[src/rtl/game_turn_ctrl.sv]
// rtl/game_turn_ctrl.sv - two-player card turn controller with turn timeout and round scoring
module game_turn_ctrl #(
    parameter int ROUNDS  = 3,
    parameter int TIMEOUT = 1000
) (
    input  logic       clk,
    input  logic       rst,
    input  logic       start,
    input  logic       p1_btn,
    input  logic       p2_btn,
    output logic [2:0] state,
    output logic [3:0] p1_card,
    output logic [3:0] p2_card,
    output logic [1:0] winner,
    output logic [3:0] p1_score,
    output logic [3:0] p2_score,
    output logic       game_over,
    output logic       timeout_pulse
);

    typedef enum logic [2:0] {
        S_IDLE    = 3'b000,
        S_DEAL_P1 = 3'b001,
        S_DEAL_P2 = 3'b010,
        S_P1_TURN = 3'b011,
        S_P2_TURN = 3'b100,
        S_COMPARE = 3'b101,
        S_DONE    = 3'b110
    } state_e;

    localparam logic [15:0] TIMER_LAST = 16'(TIMEOUT - 1);
    localparam logic [3:0]  ROUND_LAST = 4'(ROUNDS);

    logic [3:0]  lfsr;
    logic [3:0]  round_cnt;
    logic [3:0]  round_nxt;
    logic [15:0] timer;
    logic        turn_expired;

    assign turn_expired = (timer == TIMER_LAST);
    assign round_nxt    = round_cnt + 4'd1;
    assign game_over    = (state == S_DONE);

    always_ff @(posedge clk) begin
        if (rst) begin
            state         <= S_IDLE;
            lfsr          <= 4'b0001;
            p1_card       <= 4'd0;
            p2_card       <= 4'd0;
            winner        <= 2'b00;
            p1_score      <= 4'd0;
            p2_score      <= 4'd0;
            round_cnt     <= 4'd0;
            timer         <= 16'd0;
            timeout_pulse <= 1'b0;
        end else begin
            lfsr          <= {lfsr[2:0], lfsr[3] ^ lfsr[2]};
            // Timer only survives a cycle spent waiting in a turn state.
            timer         <= 16'd0;
            timeout_pulse <= 1'b0;
            case (state)
                S_IDLE, S_DONE: begin
                    if (start) begin
                        state     <= S_DEAL_P1;
                        winner    <= 2'b00;
                        p1_score  <= 4'd0;
                        p2_score  <= 4'd0;
                        round_cnt <= 4'd0;
                    end
                end
                S_DEAL_P1: begin
                    p1_card <= lfsr;
                    state   <= S_DEAL_P2;
                end
                S_DEAL_P2: begin
                    p2_card <= lfsr;
                    state   <= S_P1_TURN;
                end
                S_P1_TURN: begin
                    if (p1_btn) begin
                        state <= S_P2_TURN;
                    end else if (turn_expired) begin
                        state         <= S_P2_TURN;
                        timeout_pulse <= 1'b1;
                    end else begin
                        timer <= timer + 16'd1;
                    end
                end
                S_P2_TURN: begin
                    if (p2_btn) begin
                        state <= S_COMPARE;
                    end else if (turn_expired) begin
                        state         <= S_COMPARE;
                        timeout_pulse <= 1'b1;
                    end else begin
                        timer <= timer + 16'd1;
                    end
                end
                S_COMPARE: begin
                    if (p1_card > p2_card) begin
                        winner <= 2'b01;
                        if (p1_score != 4'hf) p1_score <= p1_score + 4'd1;
                    end else if (p1_card < p2_card) begin
                        winner <= 2'b10;
                        if (p2_score != 4'hf) p2_score <= p2_score + 4'd1;
                    end else begin
                        winner <= 2'b11;
                    end
                    round_cnt <= round_nxt;
                    state     <= (round_nxt == ROUND_LAST) ? S_DONE : S_DEAL_P1;
                end
                default: state <= S_IDLE;
            endcase
        end
    end

endmodule
[config.mk]
export PLATFORM = sky130hd
export DESIGN_NAME = game_turn_ctrl
export DESIGN_NICKNAME = d
export VERILOG_FILES = /design/src/rtl/game_turn_ctrl.sv
export SDC_FILE = /design/constraint.sdc
export NUM_CORES = 1
export LEC_CHECK = 0
export ABC_CLOCK_PERIOD_IN_PS = 2500
export CAP_MARGIN = 15
export CORE_MARGIN = 4
export CORE_UTILIZATION = 54
export DETAILED_ROUTE_END_ITERATION = 8
export GPL_TIMING_DRIVEN = 0
export PLACE_DENSITY = 0.87
export SYNTH_ARGS = -nofsm -noshare
export SYNTH_HDL_FRONTEND = slang
export SYNTH_SLANG_ARGS = --single-unit
[constraint.sdc]
create_clock -name clk -period 2.5 [get_ports clk]
set_input_delay 0.5 -clock clk [delete_from_list [all_inputs] [get_ports clk]]
set_output_delay 0.5 -clock clk [all_outputs]
set_load 0.02 [all_outputs]
==> reports/metrics.yaml, run 1 <==
max-slew-margin-rel_pct: 52.0
yosys.area.top_type: "dfxtp_1"
initial_utilization_pct: 57.8
status: "finished, final reports clean"
nets: 302
setup_viol: 0
yosys_warnings: 0
maxSlewViolCount: 0
postCtsHoldBufs: 0
synth-edff-count: 0
regArea_um2: 921
startpoint: "state[1]$_SDFFE_PP0P_"
drcViolationCount: 0
ant_nets: 0
syn_area_per_cell_um2: 8.58
p_sw_uw: 603
synth_area_leaders: "dfxtp_1 42%, nor2_1 6.5%, ha_1 5.2%, a21oi_1 3.7%, xor2_1 3.6%"
clkSlewWorstSetupHoldPaths_ns: 0.08
period_share_pct: 87.1
p_int_mw: 1.31
worstSetupPathType: "reg -> out"
p_comb_share_pct: 27.8
cts_buffer_depth: 2
worstPathMaxFanout: 10
wire_per_inst_um: 13.2
dpl.cell_count: 329
grt_overflow_total: 0
r2r_cells: 7
synth_common_cells: "46 x dfxtp_1, 38 x nor2_1, 18 x nand2_1, 16 x a21oi_1, 12 x nand3_1"
yosys.cell_count.top_type: "dfxtp_1"
period_needed_ns: 2.18
ys_async_sr_fraction_pct: 0
max_cap_violations: 0
hold_violations: 0
fillers: 303
cts_setup_buffers: 0
fin_util_pct: 69.5
synth-main-ff-cell: "dfxtp_1"
reg2reg_from: "p2_card[1]$_SDFFE_PP0P_"
drt_pass1_iterations: 4
power_mw: 1.91
powerDensity_nw_per_um2: 730
rsz0062_at_grt: "no"
drt-total-wl_um: 4450
wl_met2_um: 2170
syn_to_final_growth_pct: 20.3
gp_congestion: 0.793
cts_tree: "done"
reg2reg_slack_ns: 0.46
syn-cell-area_um2: 2180
first_global_vias: 1805
dieArea_um2: 5110
p_leak_nw: 0.935
r2r_end: "p2_score[0]$_SDFFE_PP0P_"
die_x_um: 71.5
routed.top_layer: "met4"
cp-endpoint: "game_over"
irDropWorstVdd_uv: 447
fp.dieH_um: 71.5
worst_slew_pin_slew_ns: 0.715
swShare_pct: 31.5
syn_inst: 254
coreArea_um2: 3770
critPathLaunchType: "flop"
vias: 1887
track_usage_pct: 18.5
grt_pass1_wl_um: 7650
synth_cell_type_count: 44
antenna_found_initial: 0
worstSkewPairLatency_ns: 0.30
cts_resized: 0
wl_met3_um: 212
skew_ns: 0.0104
crit_required_ns: 2.00
synth-seq-cells: 46
cts.sinks: 46
cts_made_buffers: 5
wl_met1_um: 1970
max_freq_mhz: 459
grt_max_degree: 14
power_frac_seq_pct: 43.4
clockPowerShare_pct: 28.8
rows: 22
root_buffer: "clkbuf_8"
fin_setup_tns_ns: 0
yosysSeqAreaShare_pct: 42.3
antenna_cells: 0
io_buffers: 27
crit_arrival_ns: 1.68
multiInputGateArea_um2: 1190
layout.cells.non_filler: 336
viasPerCell: 5.62
dpl.hpwl_um: 3230
ios: 28
syn-num-nets: 268
layout-drive-gt1-share_pct: 6.25
drtIter0Drc: 95
hp-class: "reg -> reg"
synth.top_cell.area_share_pct: 42.3
cts_htree_levels: 2
endpoint_kind: "output pin"
==> cells by family (layout without fill, tap and decap cells) <==
group	after synthesis	after routing	synth area share, %
AOI/OAI and AO/OA	45	45	12.7
DFF	46	46	42.3
xor gates and xnor gates	17	17	6.84
adders and majority gates	9	9	5.17
buffers and inverters	16	50	2.99
and+or+nand+nor	115	115	27.2
muxes	6	6	2.81
==> power by group through the flow <==
| stage | logic (mW) | registers, mW | clock network (mW) |
|---|---|---|---|
| floorplan | 0.313 | 0.882 | 0 |
| global placement | 0.514 | 0.844 | 0 |
| detailed placement | 0.523 | 0.846 | 0 |
| CTS | 0.531 | 0.828 | 0.564 |
| global route | 0.585 | 0.839 | 0.591 |
| finish | 0.533 | 0.830 | 0.551 |
==> placed cells by master (no fill, tap or decap), drive strengths merged, types with 7 or more instances in the layout <==
master | synthesis | final
clkbuf | 3 | 9
a21oi | 16 | 16
ha | 9 | 9
nor2b | 8 | 8
nand4 | 7 | 7
nand3 | 12 | 12
dfxtp | 46 | 46
o21ai | 10 | 10
xor2 | 9 | 9
nand2 | 18 | 18
inv | 8 | 8
xnor2 | 8 | 8
nor2 | 38 | 38
and3 | 7 | 7
clkdlybuf4s50 | 0 | 27
==> routing by layer <==
| layer | GRT usage, % | vias up |
|---|---|---|
| met4 | 8.77 | 0 |
| li1 | - | 955 |
| met5 | 0 | - |
| met1 | 20.9 | 882 |
| met2 | 32.1 | 41 |
| met3 | 4.91 | 9 |
==> flip-flops by register name, summed over array words and instances, names as in the netlist <==
register,count
winner,2
state,3
round_cnt,4
timer,16
p2_score,4
lfsr,4
p1_score,4
p2_card,4
p1_card,4
timeout_pulse,1
==> through the flow <==
step | setup WS [ns] | instance area (um^2) | hold slack, ns
6_report | 0.323 | 2620 | 0.461
5_1_grt | 0.231 | 2620 | 0.497
4_1_cts | 0.332 | 2620 | 0.470
3_5_place_dp | 0.171 | 2510 | 0.458
3_3_place_gp | 0.226 | 2510 | 0.451
2_1_floorplan | 0.586 | 2180 | 0.438
==> cell type report <==
type	instances	area share, %
multi-input combinational	192	45.5
buffer	8	1.34
sequential	46	35.1
inverter	8	1.15
clock inverter	1	1.15
clock buffer	6	3.15
timing repair buffer	27	10.3
tap	48	2.29
==> worst max-delay path, stage by stage (launching register included) <==
cell	delay [ns]
dfxtp_1	0.35
buf_2	0.23
and3_1	0.20
clkdlybuf4s50_1	0.60
==> how the worst min path moves through the flow <==
stage / start / to / slack (ns) / cells after the start
final: winner[1]$_SDFFE_PP0P_ / winner[1]$_SDFFE_PP0P_ / 0.46 / 2
after CTS: winner[1]$_SDFFE_PP0P_ / winner[1]$_SDFFE_PP0P_ / 0.47 / 2
after floorplan: timer[0]$_SDFF_PP0_ / timer[0]$_SDFF_PP0_ / 0.44 / 1
after detailed placement: winner[1]$_SDFFE_PP0P_ / winner[1]$_SDFFE_PP0P_ / 0.46 / 2
after global placement: winner[1]$_SDFFE_PP0P_ / winner[1]$_SDFFE_PP0P_ / 0.45 / 2
after global routing: winner[1]$_SDFFE_PP0P_ / winner[1]$_SDFFE_PP0P_ / 0.50 / 2
(Power assumes the default switching activity.)
==> inputs of run 2 (changes only) <==
==> constraint.sdc (replaced) <==
create_clock -name clk -period 2.5 [get_ports clk]
set_input_delay 0.5 -clock clk [delete_from_list [all_inputs] [get_ports clk]]
set_output_delay 0.5 -clock clk [all_outputs]
set_load 0.05 [all_outputs]
==> results of run 2 <==
Same layout as run 1 (identical final DEF). Status: finished, final reports clean.
Main changes from that run: setup slack after layout 0.323 ns -> 0.124 ns; total power 1.91 mW -> 2.00 mW; worst IR drop on VDD 447 uV -> 455 uV
==> inputs of run 3 (changes only) <==
--- a/config.mk
+++ b/config.mk
@@ -11,7 +11,8 @@
 export CORE_UTILIZATION = 54
 export DETAILED_ROUTE_END_ITERATION = 8
 export GPL_TIMING_DRIVEN = 0
-export PLACE_DENSITY = 0.87
+export HOLD_SLACK_MARGIN = 0.03
+export PLACE_DENSITY = 0.88
 export SYNTH_ARGS = -nofsm -noshare
 export SYNTH_HDL_FRONTEND = slang
 export SYNTH_SLANG_ARGS = --single-unit
==> run 3 against run 2 <==
Effect of this change:
- register-to-register slack hardly changed
- sequential cell count stayed put
- cell count is 0.30% higher
- worst setup slack better by 0.016 ns
- cell area is 1.0% lower
- sequential power hardly changed
- largest power group unchanged
- highest routed layer unchanged
==> reports/metrics.yaml, run 3 (same netlist as run 1, synthesis figures left out) <==
hp-class: "reg -> reg"
cts_made_buffers: 5
r2r_cells: 7
die_x_um: 71.5
cts_resized: 0
largest_register: "timer"
endpoint_kind: "output pin"
cts_buffer_depth: 2
syn_to_final_growth_pct: 19.1
period_needed_ns: 2.36
nets: 302
first_global_vias: 1756
cts_tree: "done"
crit_arrival_ns: 1.86
layout-drive-gt1-share_pct: 6.23
grt_overflow_total: 0
skew_ns: 0.0115
drcViolationCount: 0
setup_ws_ns: 0.140
pre_cts_ws_ns: 0.241
antenna_found_initial: 0
status: "finished, final reports clean"
dieArea_um2: 5110
root_buffer: "clkbuf_8"
clkSlewWorstSetupHoldPaths_ns: 0.09
p_leak_nw: 0.923
track_usage_pct: 18.2
postCtsHoldBufs: 0
maxSlewViolCount: 0
io_buffers: 27
fillers: 309
irDropWorstVdd_uv: 350
dpl.hpwl_um: 3330
cts_htree_levels: 2
coreArea_um2: 3770
max_freq_mhz: 424
largest_reg_flops: 16
ant_nets: 0
worstPathMaxFanout: 10
vias: 1866
period_share_pct: 94.4
worstSetupPathType: "reg -> out"
rsz0062_at_grt: "no"
grt_max_degree: 15
rows: 22
max-slew-margin-rel_pct: 39.2
powerDensity_nw_per_um2: 728
setup_viol: 0
layout_common_cells: "46 x dfxtp_1, 38 x nor2_1, 27 x clkdlybuf4s50_1"
fin_setup_tns_ns: 0
initial_utilization_pct: 57.8
grt_pass1_wl_um: 7580
ios: 28
cts_setup_buffers: 0
cts.sinks: 46
worstSkewPairLatency_ns: 0.30
cp_cell_sequence: "buf_2 -> and3_1 -> clkdlybuf4s50_1"
fp.dieH_um: 71.5
drt_pass1_iterations: 4
critPathSlowestCell: "clkdlybuf4s50_1"
max_stage_delay_ns: 0.80
gp_congestion: 0.762
wire_per_inst_um: 13.2
drt-total-wl_um: 4460
worst_slew_pin_slew_ns: 0.905
critPathLaunchType: "flop"
drtIter0Drc: 114
whs_path_depth: 2
crit_required_ns: 2.00
antenna_cells: 0
hold_violations: 0
layout_commonest_cell: "dfxtp_1"
max_cap_violations: 0
viasPerCell: 5.54
## run 3: cell count changes in the layout (fill, tap and decap cells not counted), sizes merged
cell,previous run,this run
bufinv,1,0
clkinv,0,2
## run 3: worst paths after layout
| check | from | end | slack, ns |
|---|---|---|---|
| max | state[1]$_SDFFE_PP0P_ | game_over | 0.14 |
| min | winner[1]$_SDFFE_PP0P_ | winner[1]$_SDFFE_PP0P_ | 0.47 |
| max reg2reg | p2_card[1]$_SDFFE_PP0P_ | p2_score[0]$_SDFFE_PP0P_ | 0.45 |
| min reg2reg | winner[1]$_SDFFE_PP0P_ | winner[1]$_SDFFE_PP0P_ | 0.47 |
## run 3: stage by stage
stage / power [mW] / hold WS [ns] / cell area (um^2) / instances / util (%)
finish: 1.89 / 0.466 / 2590 / 337 / 68.8
global route: 1.99 / 0.502 / 2590 / 337 / 68.8
CTS: 1.90 / 0.470 / 2590 / 337 / 68.8
detailed placement: 1.46 / 0.457 / 2510 / 329 / 66.5
global placement: 1.45 / 0.449 / 2510 / 329 / 66.5
floorplan: 1.28 / 0.438 / 2180 / 254 / -
## run 3: power by group
group	total, mW	switching, mW	internal (mW)
clock	0.438	0.240	0.197
sequential	0.829	0.0511	0.778
combinational	0.623	0.409	0.213
total	1.89	0.701	1.19
## run 3: cell type report
cell class | count | area [um^2] | area share, %
plain buffers | 8 | 35.0 | 1.35
well taps | 48 | 60.1 | 2.31
clock buffers | 6 | 72.6 | 2.80
multi-input cells | 192 | 1190 | 45.9
flip-flops and latches | 46 | 921 | 35.5
repair buffers | 27 | 270 | 10.4
clock inverters | 2 | 13.8 | 0.530
inverters | 8 | 30.0 | 1.16
## run 3: critical path: cells and delay by family (launching register included)
family,cells,cell delay [ns]
flip-flops,1,0.35
buffers and inverters,2,1.02
AND/OR/NAND/NOR,1,0.20
## run 3: routing by layer
layer	global-route usage (%)	vias to the layer above	part of all wire (%)
met1	21.0	871	44
met5	0	-	0
met2	32.3	37	50
met3	5.05	8	4.3
li1	-	950	-
met4	5.85	0	1.5
